$ cat src/rtl/i2s_target_port.sv
// i2s_target_port: I2S target port that oversamples an external BCLK/LRCK/SD stream,
// deserialises L/R words, serialises TX words on sd_out and tracks framing lock.
module i2s_target_port #(
  parameter int DATA_W  = 24,
  parameter int SLOT_W  = 6,
  parameter int TIMEOUT = 256
) (
  input  logic              clk_audio,
  input  logic              reset,
  input  logic              sclk_in,
  input  logic              lrck_in,
  input  logic              sd_in,
  output logic              sd_out,
  input  logic [DATA_W-1:0] l_data_tx,
  input  logic [DATA_W-1:0] r_data_tx,
  output logic [DATA_W-1:0] l_data_rx,
  output logic [DATA_W-1:0] r_data_rx,
  output logic              new_sample_pulse,
  output logic              locked,
  output logic              frame_err
);
  localparam int TW = $clog2(TIMEOUT + 1);
  localparam logic [SLOT_W-1:0] SLOT_MAX = '1;
  localparam logic [SLOT_W-1:0] DW = SLOT_W'(DATA_W);
  localparam logic [TW-1:0] T_LAST = TW'(TIMEOUT - 1);
  localparam logic [TW-1:0] T_SAT = TW'(TIMEOUT);
  logic [1:0] sclk_s, lrck_s, sd_s;
  logic sclk_d, rise, fall, boundary, good, synced, prev_lrck, chan, pulse_pend, tout;
  logic [SLOT_W-1:0] slot_cnt, last_len, next_slot;
  logic [2:0] run, run_nx;
  logic [TW-1:0] tcnt;
  logic [DATA_W-1:0] rx_shift, tx_shift, l_hold, r_hold;
  assign rise = sclk_s[1] & ~sclk_d;
  assign fall = ~sclk_s[1] & sclk_d;
  assign boundary = rise && (lrck_s[1] != prev_lrck);
  assign next_slot = slot_cnt + 1'b1;
  assign good = slot_cnt >= DW;
  // run counts consecutive good halves of identical length, saturating at 4
  assign run_nx = (run != 3'd0 && slot_cnt == last_len) ? (run == 3'd4 ? run : run + 3'd1) : 3'd1;
  assign tout = !rise && !fall && tcnt == T_LAST;
  always_ff @(posedge clk_audio) begin
    if (reset) begin
      sclk_s <= '0;
      lrck_s <= '0;
      sd_s <= '0;
      sclk_d <= 1'b0;
      sd_out <= 1'b0;
      l_data_rx <= '0;
      r_data_rx <= '0;
      new_sample_pulse <= 1'b0;
      locked <= 1'b0;
      frame_err <= 1'b0;
      synced <= 1'b0;
      prev_lrck <= 1'b0;
      chan <= 1'b0;
      pulse_pend <= 1'b0;
      slot_cnt <= '0;
      last_len <= '0;
      run <= '0;
      tcnt <= '0;
      rx_shift <= '0;
      tx_shift <= '0;
      l_hold <= '0;
      r_hold <= '0;
    end else begin
      sclk_s <= {sclk_s[0], sclk_in};
      lrck_s <= {lrck_s[0], lrck_in};
      sd_s <= {sd_s[0], sd_in};
      sclk_d <= sclk_s[1];
      frame_err <= 1'b0;
      pulse_pend <= 1'b0;
      new_sample_pulse <= pulse_pend & locked;
      tcnt <= (rise || fall) ? '0 : (tcnt == T_SAT ? tcnt : tcnt + 1'b1);
      if (tout) begin
        locked <= 1'b0;
        run <= '0;
        synced <= 1'b0;
      end
      if (rise) begin
        prev_lrck <= lrck_s[1];
        if (boundary) begin
          slot_cnt <= '0;
          chan <= lrck_s[1];
          synced <= 1'b1;
          if (!lrck_s[1]) begin
            l_hold <= l_data_tx;
            r_hold <= r_data_tx;
            tx_shift <= l_data_tx;
          end else begin
            tx_shift <= r_hold;
          end
          if (synced && good) begin
            if (chan) r_data_rx <= rx_shift;
            else l_data_rx <= rx_shift;
            pulse_pend <= chan;
            run <= run_nx;
            last_len <= slot_cnt;
            locked <= run_nx == 3'd4;
          end else if (synced) begin
            frame_err <= 1'b1;
            locked <= 1'b0;
            run <= '0;
          end
        end else if (slot_cnt != SLOT_MAX) begin
          slot_cnt <= next_slot;
          if (next_slot <= DW) rx_shift <= {rx_shift[DATA_W-2:0], sd_s[1]};
          if (next_slot == SLOT_MAX && synced) begin
            frame_err <= 1'b1;
            locked <= 1'b0;
            run <= '0;
            synced <= 1'b0;
          end
        end
      end
      if (fall) begin
        sd_out <= (next_slot != '0 && next_slot <= DW) ? tx_shift[DATA_W-1] : 1'b0;
        if (next_slot != '0 && next_slot <= DW) tx_shift <= {tx_shift[DATA_W-2:0], 1'b0};
      end
    end
  end
endmodule

$ cat config.mk
export PLATFORM = sky130hd
export DESIGN_NAME = i2s_target_port
export DESIGN_NICKNAME = d
export VERILOG_FILES = /design/src/rtl/i2s_target_port.sv
export SDC_FILE = /design/constraint.sdc
export NUM_CORES = 1
export LEC_CHECK = 0
export BUFFER_PORTS_ARGS = -buffer_cell sky130_fd_sc_hd__buf_2
export CAP_MARGIN = 20
export CELL_PAD_IN_SITES_DETAIL_PLACEMENT = 0
export CELL_PAD_IN_SITES_GLOBAL_PLACEMENT = 1
export CORE_MARGIN = 4
export CORE_UTILIZATION = 46
export CTS_CLUSTER_DIAMETER = 40
export CTS_CLUSTER_SIZE = 30
export DETAILED_ROUTE_END_ITERATION = 10
export PLACE_DENSITY = 0.91
export SLEW_MARGIN = 0
export SYNTH_ARGS = -nofsm -noshare
export SYNTH_HDL_FRONTEND = slang
export SYNTH_SLANG_ARGS = --single-unit
$ cat constraint.sdc
create_clock -name clk_audio -period 5.8 [get_ports clk_audio]
set_clock_uncertainty 0.1 [all_clocks]
set_input_delay 0.58 -clock clk_audio [delete_from_list [all_inputs] [get_ports clk_audio]]
set_output_delay 0.58 -clock clk_audio [all_outputs]
set_load 0.005 [all_outputs]
==> results of run 1 <==
## cell families after synthesis
kind of cell / count (synthesis) / share of synthesized area, %
mux: 53 / 7.67
simple gates: 316 / 20.9
flops: 159 / 46.0
compound gates: 185 / 15.8
fa+ha+maj: 11 / 1.99
buf+inv: 79 / 5.27
xor+xnor: 17 / 2.37
## final cells by class
cell class / instances / area (um^2) / area share [%]
tap: 184 / 230 / 2.89
inverter: 14 / 52.6 / 0.660
clock inverter: 12 / 111 / 1.40
sequential: 159 / 3180 / 40.0
clock buffer: 18 / 429 / 5.39
multi-input combinational: 582 / 3370 / 42.3
timing repair buffer: 111 / 583 / 7.33
## layer usage
layer / vias to the layer above / routed length [um] / global-route usage (%)
met5: - / 0 / 0
met1: 2584 / 7180 / 24.4
met2: 118 / 6870 / 27.3
met4: 0 / 310 / 7.80
met3: 26 / 629 / 3.82
li1: 2935 / - / -
## stage by stage
stage                     hold WS [ns]  instances  utilization (%)  power, mW
after floorplan                  0.303        820                -       1.19
after global placement           0.310       1049             50.6       1.22
after detailed placement         0.309       1049             50.6       1.22
after CTS                        0.243       1079             54.2       2.25
after global routing             0.272       1080             54.3       2.30
final                            0.260       1080             54.3       2.23
## final timing paths
kind / slack, ns / to
hold reg to reg: 0.32 / new_sample_pulse$_SDFF_PP0_
setup reg to reg: 2.67 / l_data_rx[17]$_SDFFE_PP0P_
setup / recovery: 2.67 / l_data_rx[17]$_SDFFE_PP0P_
hold / removal: 0.26 / sd_s[0]$_SDFF_PP0_
## registers in the layout, summed over array words and instances, names as in the netlist
| name | count |
|---|---|
| chan | 1 |
| frame_err | 1 |
| l_data_rx | 24 |
| last_len | 6 |
| locked | 1 |
| lrck_s | 2 |
| new_sample_pulse | 1 |
| prev_lrck | 1 |
| pulse_pend | 1 |
| r_data_rx | 24 |
| r_hold | 24 |
| run | 3 |
| rx_shift | 24 |
| sclk_d | 1 |
| sclk_s | 2 |
| sd_out | 1 |
| sd_s | 2 |
| slot_cnt | 6 |
| synced | 1 |
| tcnt | 9 |
| tx_shift | 24 |
## Yosys cell counts (2+ instances only)
| library cell | count |
|---|---|
| sky130_fd_sc_hd__nand2_1 | 160 |
| sky130_fd_sc_hd__clkbuf_1 | 41 |
| sky130_fd_sc_hd__inv_1 | 14 |
| sky130_fd_sc_hd__ha_1 | 11 |
| sky130_fd_sc_hd__xnor2_1 | 6 |
| sky130_fd_sc_hd__a21oi_1 | 131 |
| sky130_fd_sc_hd__nand3_1 | 29 |
| sky130_fd_sc_hd__a31oi_1 | 3 |
| sky130_fd_sc_hd__a21o_1 | 24 |
| sky130_fd_sc_hd__nand4_1 | 4 |
| sky130_fd_sc_hd__nor4_1 | 3 |
| sky130_fd_sc_hd__o2111ai_1 | 2 |
| sky130_fd_sc_hd__buf_2 | 18 |
| sky130_fd_sc_hd__and3_1 | 3 |
| sky130_fd_sc_hd__nand2b_1 | 28 |
| sky130_fd_sc_hd__nor2_1 | 31 |
| sky130_fd_sc_hd__nor2b_1 | 8 |
| sky130_fd_sc_hd__o2bb2ai_1 | 2 |
| sky130_fd_sc_hd__nor3_1 | 35 |
| sky130_fd_sc_hd__o21ai_0 | 4 |
| sky130_fd_sc_hd__a211oi_1 | 4 |
| sky130_fd_sc_hd__dfxtp_1 | 159 |
| sky130_fd_sc_hd__xor2_1 | 9 |
| sky130_fd_sc_hd__mux2i_1 | 53 |
| sky130_fd_sc_hd__nand3b_1 | 3 |
| sky130_fd_sc_hd__o21a_1 | 3 |
| sky130_fd_sc_hd__buf_6 | 4 |
## power by group through the flow
stage | registers (mW) | clock network (mW) | logic, mW
3_3_place_gp | 1.13 | 0 | 0.0857
2_1_floorplan | 1.13 | 0 | 0.0630
3_5_place_dp | 1.13 | 0 | 0.0858
5_1_grt | 1.11 | 1.10 | 0.0956
6_report | 1.11 | 1.03 | 0.0858
4_1_cts | 1.11 | 1.05 | 0.0863
==> flow_metrics.env, run 1 <==
export IMPL_synth_largest_type_area_fraction_pct=46.0
export IMPL_setup_ws_ns=2.67
export IMPL_flip_flop_and_latch_count_after_synthesis=159
export IMPL_achievable_frequency_ghz=0.319
export IMPL_critPathMaxFanout=29
export IMPL_clk_transition_reported_paths_ns=0.06
export IMPL_fin_area_um2=7960
export IMPL_worst_setup_slack_after_placement_ns=2.57
export IMPL_report_final_hold_viol_count=0
export IMPL_post_cts_resized_instances=0
export IMPL_max_cap_violations=0
export IMPL_diodes=0
export IMPL_final_period_minus_worst_setup_slack_ns=3.13
export IMPL_synth_seq_area_share_pct=46.0
export IMPL_critical_path_cell_chain="xor2_2 > nand4_1 > nand2b_1 > nand2_1 > a21oi_1"
export IMPL_swShare_pct=22.6
export IMPL_area_growth_from_synthesis_to_final_layout_pct=15.1
export IMPL_worst_slew_margin_rel_pct=30.7
export IMPL_height_of_the_die_um=131
export IMPL_postCtsHoldBufs=0
export IMPL_timing_critical_path_slowest_cell_delay_ns=0.90
export IMPL_origin_of_the_critical_flop_to_flop_path="lrck_s[1]$_SDFF_PP0_"
export IMPL_clock_power_share_pct=46.4
export IMPL_power_net_switching_uw=504
export IMPL_vias=5663
export IMPL_worstSetupStartpointType="register"
export IMPL_cp_num_cells=5
export IMPL_cp_buf_inv_count=0
export IMPL_number_of_filler_cells_placed_in_the_layout=1421
export IMPL_result_of_the_run="completed"
export IMPL_antenna_found_initial=0
export IMPL_placedInstanceArea_um2=7400
export IMPL_clk_latency_ns=0.43
export IMPL_htreeDepth=4
export IMPL_crit_type="register to register"
export IMPL_tns_ns=0
export IMPL_share_comb_of_total_power_pct=3.9
export IMPL_synthDominantAreaCellType="sky130_fd_sc_hd__dfxtp_1"
export IMPL_final_layout_size_suffix_gt1_share_pct=17.0
export IMPL_cp_top_delay_family="simple AND/OR/NAND/NOR gates"
export IMPL_timing_hold_worst_path_depth=2
export IMPL_row_count=44
export IMPL_static_leakage_power_nw=2.93
export IMPL_die_area_um2=17100
export IMPL_core_area_um2=14600
export IMPL_final_routed_wire_length_divided_by_cell_count_um=13.9
export IMPL_critical_path_slowest_cell="sky130_fd_sc_hd__dfxtp_2"
export IMPL_post_synth_edffs=0
export IMPL_cts_buffers_inserted=17
export IMPL_yosysWarningCount=0
export IMPL_drt_initial_drc_count=289
export IMPL_worst_ep_arrival_time_ns=3.29
export IMPL_power_ir_vdd_worst_mv=0.201
export IMPL_grt_ovfl_total=0
export IMPL_syn_area_per_cell_um2=8.43
export IMPL_clock_sink_count=159
export IMPL_timing_reg2reg_worst_path_depth=5
export IMPL_layout_nets=949
export IMPL_sequentialPowerShare_pct=49.7
export IMPL_wl_um=15000
export IMPL_async_flop_share_pct=0
export IMPL_power_internal_mw=1.72
export IMPL_boundaryPins=105
export IMPL_worst_slew_pin_transition_ns=1.04
export IMPL_mappedNetlistNets=884
export IMPL_clock_tree_buffer_depth=2
export IMPL_drt_pass1_iterations=5
export IMPL_grt_usage_pct=17.9
export IMPL_port_buffers=104
export IMPL_chipWidth_um=131
export IMPL_routabilityCongestion=0.783
export IMPL_layout_common_cells="sky130_fd_sc_hd__nand2_1, sky130_fd_sc_hd__dfxtp_1, sky130_fd_sc_hd__a21oi_1"
export IMPL_drt_vias_per_instance=5.24
export IMPL_start_util_pct=47.2
export IMPL_clock_tree_from_tritoncts="done"
export IMPL_drv_slew=0
export IMPL_fin_crit_sh_pct=54.0
export IMPL_grt_start_max_net_pins=107
export IMPL_top_reg_cell_synth="sky130_fd_sc_hd__dfxtp_1"
export IMPL_grt_first_pass_wirelength_um=24800
export IMPL_crit_path_start="lrck_s[1]$_SDFF_PP0_"
export IMPL_rsz_0062_raised_after_global_routing="no"
export IMPL_cts_setup_buffers=0
export IMPL_vias_in_the_first_global_route=5294
export IMPL_synthTopCellsByArea="sky130_fd_sc_hd__dfxtp_1, sky130_fd_sc_hd__a21oi_1, sky130_fd_sc_hd__nand2_1"
export IMPL_remaining_drc_errors=0
export IMPL_hold_start="sd_in"
export IMPL_worst_hold_path_type="primary input to register"
export IMPL_syn_cell_area_um2=6910
export IMPL_route_antenna_remaining_nets=0
export IMPL_worst_ep_required_time_ns=5.96
export IMPL_power_density_nw_per_um2=280
export IMPL_dp_hpwl_um=9770
export IMPL_synth_lib_cells_used_distinct=55
export IMPL_worst_setup_path_end_kind="register"
export IMPL_setup_violations=0
export IMPL_syn_instance_count=820
export IMPL_clock_root_buffer="sky130_fd_sc_hd__clkbuf_16"
export IMPL_layout_cells_most_common="sky130_fd_sc_hd__nand2_1"
Power figures use the tool's default switching activity.
==> run 2: changes to the inputs <==
--- a/config.mk
+++ b/config.mk
@@ -10,11 +10,11 @@
 export CELL_PAD_IN_SITES_DETAIL_PLACEMENT = 0
 export CELL_PAD_IN_SITES_GLOBAL_PLACEMENT = 1
 export CORE_MARGIN = 4
-export CORE_UTILIZATION = 46
+export CORE_UTILIZATION = 42
 export CTS_CLUSTER_DIAMETER = 40
 export CTS_CLUSTER_SIZE = 30
 export DETAILED_ROUTE_END_ITERATION = 10
-export PLACE_DENSITY = 0.91
+export PLACE_DENSITY = 0.85
 export SLEW_MARGIN = 0
 export SYNTH_ARGS = -nofsm -noshare
 export SYNTH_HDL_FRONTEND = slang
==> constraint.sdc (replaced) <==
create_clock -name clk_audio -period 3.2 [get_ports clk_audio]
set_clock_uncertainty 0.1 [all_clocks]
set_input_delay 0.32 -clock clk_audio [delete_from_list [all_inputs] [get_ports clk_audio]]
set_output_delay 0.32 -clock clk_audio [all_outputs]
set_load 0.005 [all_outputs]
==> run 2 against run 1 <==
Die area rose by 8.9%. Clock power rose by 110%. Routed wire length rose by 0.79%. First-iteration DRC count rose by 35%. Hold slack got worse by 0.24 ns. Setup slack got worse by 2.1 ns. Sequential share of layout area fell by 0.80 points. Via count fell by 0.64%. Sequential cell count did not move.
==> flow_metrics.env, run 2 (synthesis gave the netlist of run 1 again) <==
export IMPL_multi_input_comb_area_um2=3370
export IMPL_boundaryPins=105
export IMPL_max_cap_violations=0
export IMPL_final_period_minus_worst_setup_slack_ns=2.59
export IMPL_met2_routed_wl_um=7010
export IMPL_cts_buffers_inserted=17
export IMPL_post_cts_resized_instances=0
export IMPL_rsz_0062_raised_after_global_routing="no"
export IMPL_hold_start="sclk_in"
export IMPL_final_layout_size_suffix_gt1_share_pct=17.6
export IMPL_chipWidth_um=136
export IMPL_timing_reg2reg_worst_path_depth=7
export IMPL_r2r_end="tx_shift[12]$_SDFF_PP0_"
export IMPL_report_final_hold_viol_count=0
export IMPL_met1_length_um=7320
export IMPL_cts_setup_buffers=0
export IMPL_vias=5627
export IMPL_static_leakage_power_nw=3.01
export IMPL_layout_common_cells="sky130_fd_sc_hd__nand2_1, sky130_fd_sc_hd__dfxtp_1, sky130_fd_sc_hd__a21oi_1"
export IMPL_area_growth_from_synthesis_to_final_layout_pct=17.5
export IMPL_fin_worst_hold_slack_ns=0.0227
export IMPL_worst_ep_required_time_ns=3.38
export IMPL_crit_type="register to register"
export IMPL_dp_cells=1088
export IMPL_origin_of_the_critical_flop_to_flop_path="slot_cnt[1]$_SDFFE_PP0P_"
export IMPL_route_antenna_remaining_nets=0
export IMPL_wl_um=15100
export IMPL_worst_ep_arrival_time_ns=2.77
export IMPL_timing_critical_path_slowest_cell_delay_ns=0.51
export IMPL_die_area_um2=18600
export IMPL_drt_initial_drc_count=389
export IMPL_worst_setup_path_end_kind="register"
export IMPL_layout_nets=955
export IMPL_height_of_the_die_um=136
export IMPL_critPathMaxFanout=48
export IMPL_grt_usage_pct=16.7
export IMPL_cp_top_delay_family="compound AO/OA/AOI/OAI gates"
export IMPL_clock_sink_count=159
export IMPL_reg2reg_setup_slack_ns=0.61
export IMPL_power_ir_vdd_worst_mv=0.369
export IMPL_critical_path_slowest_cell="sky130_fd_sc_hd__dfxtp_1"
export IMPL_power_density_nw_per_um2=530
export IMPL_layout_cells_most_common="sky130_fd_sc_hd__nand2_1"
export IMPL_wl_met3_um=600
export IMPL_setup_violations=0
export IMPL_row_count=46
export IMPL_grt_first_pass_wirelength_um=25300
export IMPL_grt_ovfl_total=0
export IMPL_worst_hold_path_type="primary input to register"
export IMPL_worst_slew_margin_rel_pct=27.0
export IMPL_finish_utilization_pct=50.8
export IMPL_seqCellArea_um2=3180
export IMPL_worstSetupStartpointType="register"
export IMPL_drt_pass1_iterations=5
export IMPL_clock_tree_from_tritoncts="done"
export IMPL_port_buffers=104
export IMPL_final_instance_count_excl_fill=1119
export IMPL_cp_buf_inv_count=1
export IMPL_timing_hold_worst_path_depth=2
export IMPL_result_of_the_run="completed"
export IMPL_critical_path_cell_chain="ha_1 > nor3_1 > a41o_1 > a2111oi_4 > buf_4 > a21o_1 > a21oi_1"
export IMPL_clock_tree_buffer_depth=2
export IMPL_routabilityCongestion=0.828
export IMPL_core_area_um2=16000
export IMPL_clock_root_buffer="sky130_fd_sc_hd__clkbuf_16"
export IMPL_drt_vias_per_instance=5.03
export IMPL_hold_end="sclk_s[0]$_SDFF_PP0_"
export IMPL_clk_latency_ns=0.42
export IMPL_htreeDepth=4
export IMPL_dp_hpwl_um=9550
export IMPL_final_routed_wire_length_divided_by_cell_count_um=13.5
export IMPL_worst_slew_pin_transition_ns=1.09
export IMPL_postCtsHoldBufs=0
export IMPL_diodes=0
export IMPL_drv_slew=0
export IMPL_fin_crit_sh_pct=81.1
export IMPL_antenna_found_initial=0
export IMPL_highest_layer="met4"
export IMPL_tns_ns=0
export IMPL_achievable_frequency_ghz=0.385
export IMPL_grt_start_max_net_pins=94
export IMPL_crit_path_start="slot_cnt[1]$_SDFFE_PP0P_"
export IMPL_number_of_filler_cells_placed_in_the_layout=1601
export IMPL_vias_in_the_first_global_route=5174
export IMPL_start_util_pct=43.2
export IMPL_clk_transition_reported_paths_ns=0.06
export IMPL_remaining_drc_errors=0
run 2: per-layer routing:
layer / vias to the layer above / track usage (%)
met5: - / 0
met4: 0 / 6.10
met3: 12 / 4.33
met2: 91 / 25.9
met1: 2592 / 22.5
li1: 2932 / -
run 2: area by class of cell:
type                    count  area share [%]
clock buffers              19            5.45
clock inverters            12            2.23
inverters                  14           0.647
multi-input cells         582            41.5
flip-flops and latches    159            39.2
well taps                 216            3.33
repair buffers            117            7.64
run 2: per-stage QoR:
step                worst slack (ns)  cell area (um^2)  total power, mW
floorplan                       1.07              6910             2.16
finish                         0.605              8120             4.30
global route                   0.418              8120             4.45
detailed placement             0.655              7500             2.21
global placement               0.716              7500             2.21
CTS                            0.640              8120             4.35
run 2: where the power goes:
group	switching [mW]	total, mW	internal [mW]
registers	0.00961	2.00	1.99
clock network	0.810	2.14	1.33
logic	0.0960	0.165	0.0686
total	0.915	4.30	3.39
run 2: how the worst max path moves through the flow:
stage	to	slack, ns	depth (start not counted)
finish	tx_shift[12]$_SDFF_PP0_	0.61	7
global route	tx_shift[18]$_SDFF_PP0_	0.42	7
CTS	tx_shift[5]$_SDFF_PP0_	0.64	7
detailed placement	tx_shift[5]$_SDFF_PP0_	0.65	7
global placement	tx_shift[2]$_SDFF_PP0_	0.72	7
floorplan	rx_shift[10]$_SDFFE_PP0P_	1.07	7
run 2: worst reg2reg max path: cells and delay by family, from the launching register on:
| kind | cells | cell delay (ns) |
|---|---|---|
| simple gates | 1 | 0.09 |
| buf+inv | 1 | 0.45 |
| flops | 1 | 0.51 |
| fa+ha+maj | 1 | 0.44 |
| compound gates | 4 | 0.87 |
==> run 3: changes to the inputs <==
==> constraint.sdc (replaced) <==
create_clock -name clk_audio -period 2.5 [get_ports clk_audio]
set_clock_uncertainty 0.1 [all_clocks]
set_input_delay 0.25 -clock clk_audio [delete_from_list [all_inputs] [get_ports clk_audio]]
set_output_delay 0.25 -clock clk_audio [all_outputs]
set_load 0.005 [all_outputs]
==> run 3 against run 2 <==
Non-clock buffer count up 41. Largest power group unchanged. Sequential share of layout area is 1.9 points lower. Count of clock-buffer cells in the layout stayed put. Cell count up 3.8%. Critical path type unchanged. Die area is the same. Combinational power grew 53%. Global-route usage increased by 0.44 points. Critical path depth stayed put. Clock power up 22%. Routed wire length is 3.6% higher.
==> flow_metrics.env, run 3 (synthesis gave the netlist of run 1 again) <==
export IMPL_achievable_frequency_ghz=0.426
export IMPL_worst_hold_path_type="primary input to register"
export IMPL_grt_first_pass_wirelength_um=25900
export IMPL_grt_start_max_net_pins=65
export IMPL_worst_slew_pin_transition_ns=0.932
export IMPL_worst_setup_path_endpoint="rx_shift[0]$_SDFFE_PP0P_"
export IMPL_tns_ns=0
export IMPL_final_period_minus_worst_setup_slack_ns=2.35
export IMPL_clock_sink_count=159
export IMPL_multi_input_comb_area_um2=3370
export IMPL_groute_layer_met1_usage_pct=23.2
export IMPL_boundaryPins=105
export IMPL_layout_cells_most_common="sky130_fd_sc_hd__nand2_1"
export IMPL_power_internal_mw=4.19
export IMPL_worst_ep_arrival_time_ns=2.60
export IMPL_post_cts_resized_instances=0
export IMPL_clk_transition_reported_paths_ns=0.06
export IMPL_final_instance_count_excl_fill=1161
export IMPL_die_area_um2=18600
export IMPL_clock_tree_from_tritoncts="done"
export IMPL_start_util_pct=43.2
export IMPL_static_leakage_power_nw=3.20
export IMPL_core_area_um2=16000
export IMPL_reg2reg_setup_slack_ns=0.15
export IMPL_drv_slew=0
export IMPL_drt_initial_drc_count=314
export IMPL_share_comb_of_total_power_pct=4.7
export IMPL_worst_ep_required_time_ns=2.75
export IMPL_chipWidth_um=136
export IMPL_power_net_switching_mw=1.23
export IMPL_grt_usage_pct=17.2
export IMPL_max_cap_violations=0
export IMPL_placedInstanceArea_um2=7660
export IMPL_result_of_the_run="completed"
export IMPL_layout_nets=996
export IMPL_routabilityCongestion=0.835
export IMPL_crit_path_start="slot_cnt[0]$_SDFFE_PP0P_"
export IMPL_timing_reg2reg_worst_path_depth=7
export IMPL_area_growth_from_synthesis_to_final_layout_pct=23.5
export IMPL_port_buffers=104
export IMPL_clk_latency_ns=0.43
export IMPL_diodes=0
export IMPL_r2r_end="rx_shift[0]$_SDFFE_PP0P_"
export IMPL_power_density_nw_per_um2=636
export IMPL_fin_crit_sh_pct=93.8
export IMPL_vias=5790
export IMPL_worst_slew_margin_rel_pct=37.9
export IMPL_rsz_0062_raised_after_global_routing="no"
export IMPL_height_of_the_die_um=136
export IMPL_setup_violations=0
export IMPL_swShare_pct=22.7
export IMPL_cts_setup_buffers=0
export IMPL_origin_of_the_critical_flop_to_flop_path="slot_cnt[0]$_SDFFE_PP0P_"
export IMPL_dp_hpwl_um=10100
export IMPL_dp_cells=1101
export IMPL_power_ir_vdd_worst_mv=0.490
export IMPL_htreeDepth=4
export IMPL_vias_in_the_first_global_route=5517
export IMPL_antenna_found_initial=0
export IMPL_crit_type="register to register"
export IMPL_clock_tree_buffer_depth=2
export IMPL_number_of_filler_cells_placed_in_the_layout=1550
export IMPL_cts_buffers_inserted=17
export IMPL_clock_power_share_pct=48.2
export IMPL_remaining_drc_errors=0
export IMPL_sequentialPowerShare_pct=47.2
export IMPL_fin_area_um2=8540
export IMPL_wl_um=15700
export IMPL_gr_max_usage_layer="met2"
export IMPL_worstSetupStartpointType="register"
export IMPL_drt_pass1_iterations=4
export IMPL_grt_util_met3_pct=3.92
export IMPL_final_layout_size_suffix_gt1_share_pct=18.4
export IMPL_grt_ovfl_total=0
export IMPL_report_final_hold_viol_count=0
export IMPL_layout_common_cells="sky130_fd_sc_hd__nand2_1, sky130_fd_sc_hd__dfxtp_1, sky130_fd_sc_hd__a21oi_1"
export IMPL_grt_use_met2_pct=27.2
export IMPL_seqCellArea_um2=3180
export IMPL_drt_vias_per_instance=4.99
export IMPL_route_antenna_remaining_nets=0
export IMPL_worst_setup_path_end_kind="register"
export IMPL_row_count=46
export IMPL_clock_root_buffer="sky130_fd_sc_hd__clkbuf_16"
export IMPL_final_routed_wire_length_divided_by_cell_count_um=13.5
export IMPL_critPathMaxFanout=24
export IMPL_postCtsHoldBufs=27
==> run 3: area by class of cell <==
type                       count  share of cell area, %
clock buffer                  19                   5.19
sequential                   159                   37.3
timing repair buffer         158                   12.5
tap                          216                   3.17
inverter                      14                  0.616
multi-input combinational    582                   39.5
clock inverter                13                   1.77
==> run 3: worst min-delay path by stage <==
| stage | start | endpoint | slack, ns | cells past startpoint |
|---|---|---|---|---|
| 5_1_grt | reset | sclk_d$_SDFF_PP0_ | 0.24 | 2 |
| 2_1_floorplan | lrck_in | lrck_s[0]$_SDFF_PP0_ | 0.28 | 1 |
| 3_3_place_gp | pulse_pend$_SDFF_PP0_ | new_sample_pulse$_SDFF_PP0_ | 0.31 | 2 |
| 3_5_place_dp | pulse_pend$_SDFF_PP0_ | new_sample_pulse$_SDFF_PP0_ | 0.31 | 2 |
| 4_1_cts | reset | sclk_d$_SDFF_PP0_ | 0.21 | 2 |
| 6_report | reset | new_sample_pulse$_SDFF_PP0_ | 0.20 | 2 |
==> run 3: power groups by stage <==
stage / clock [mW] / combinational (mW) / sequential, mW
after CTS: 2.69 / 0.255 / 2.56
after global placement: 0 / 0.221 / 2.62
final: 2.61 / 0.253 / 2.56
after detailed placement: 0 / 0.222 / 2.62
after global routing: 2.76 / 0.281 / 2.56
after floorplan: 0 / 0.146 / 2.61
==> run 3: metrics by stage <==
| stage | worst slack (ns) | hold slack, ns | utilization, % | power, mW |
|---|---|---|---|---|
| after global routing | 0.0348 | 0.235 | 53.3 | 5.61 |
| after floorplan | 0.368 | 0.278 | - | 2.76 |
| after global placement | 0.243 | 0.307 | 47.8 | 2.84 |
| after detailed placement | 0.195 | 0.313 | 47.8 | 2.84 |
| final | 0.155 | 0.201 | 53.3 | 5.43 |
| after CTS | 0.188 | 0.206 | 53.3 | 5.50 |
==> run 3: routing by layer <==
layer | wire [um] | part of all wire, %
met3 | 508 | 3.2
met5 | 0 | 0
met4 | 220 | 1.4
met1 | 7570 | 48
met2 | 7350 | 47
==> run 3: worst max-delay path, cell delays in order, from the launching register on <==
cell and delay (ns):
sky130_fd_sc_hd__dfxtp_1 0.47, sky130_fd_sc_hd__ha_1 0.44, sky130_fd_sc_hd__a21boi_0 0.15, sky130_fd_sc_hd__o221a_2 0.28, sky130_fd_sc_hd__o22ai_2 0.15, sky130_fd_sc_hd__and3_1 0.24
sky130_fd_sc_hd__buf_12 0.22, sky130_fd_sc_hd__mux2i_1 0.22
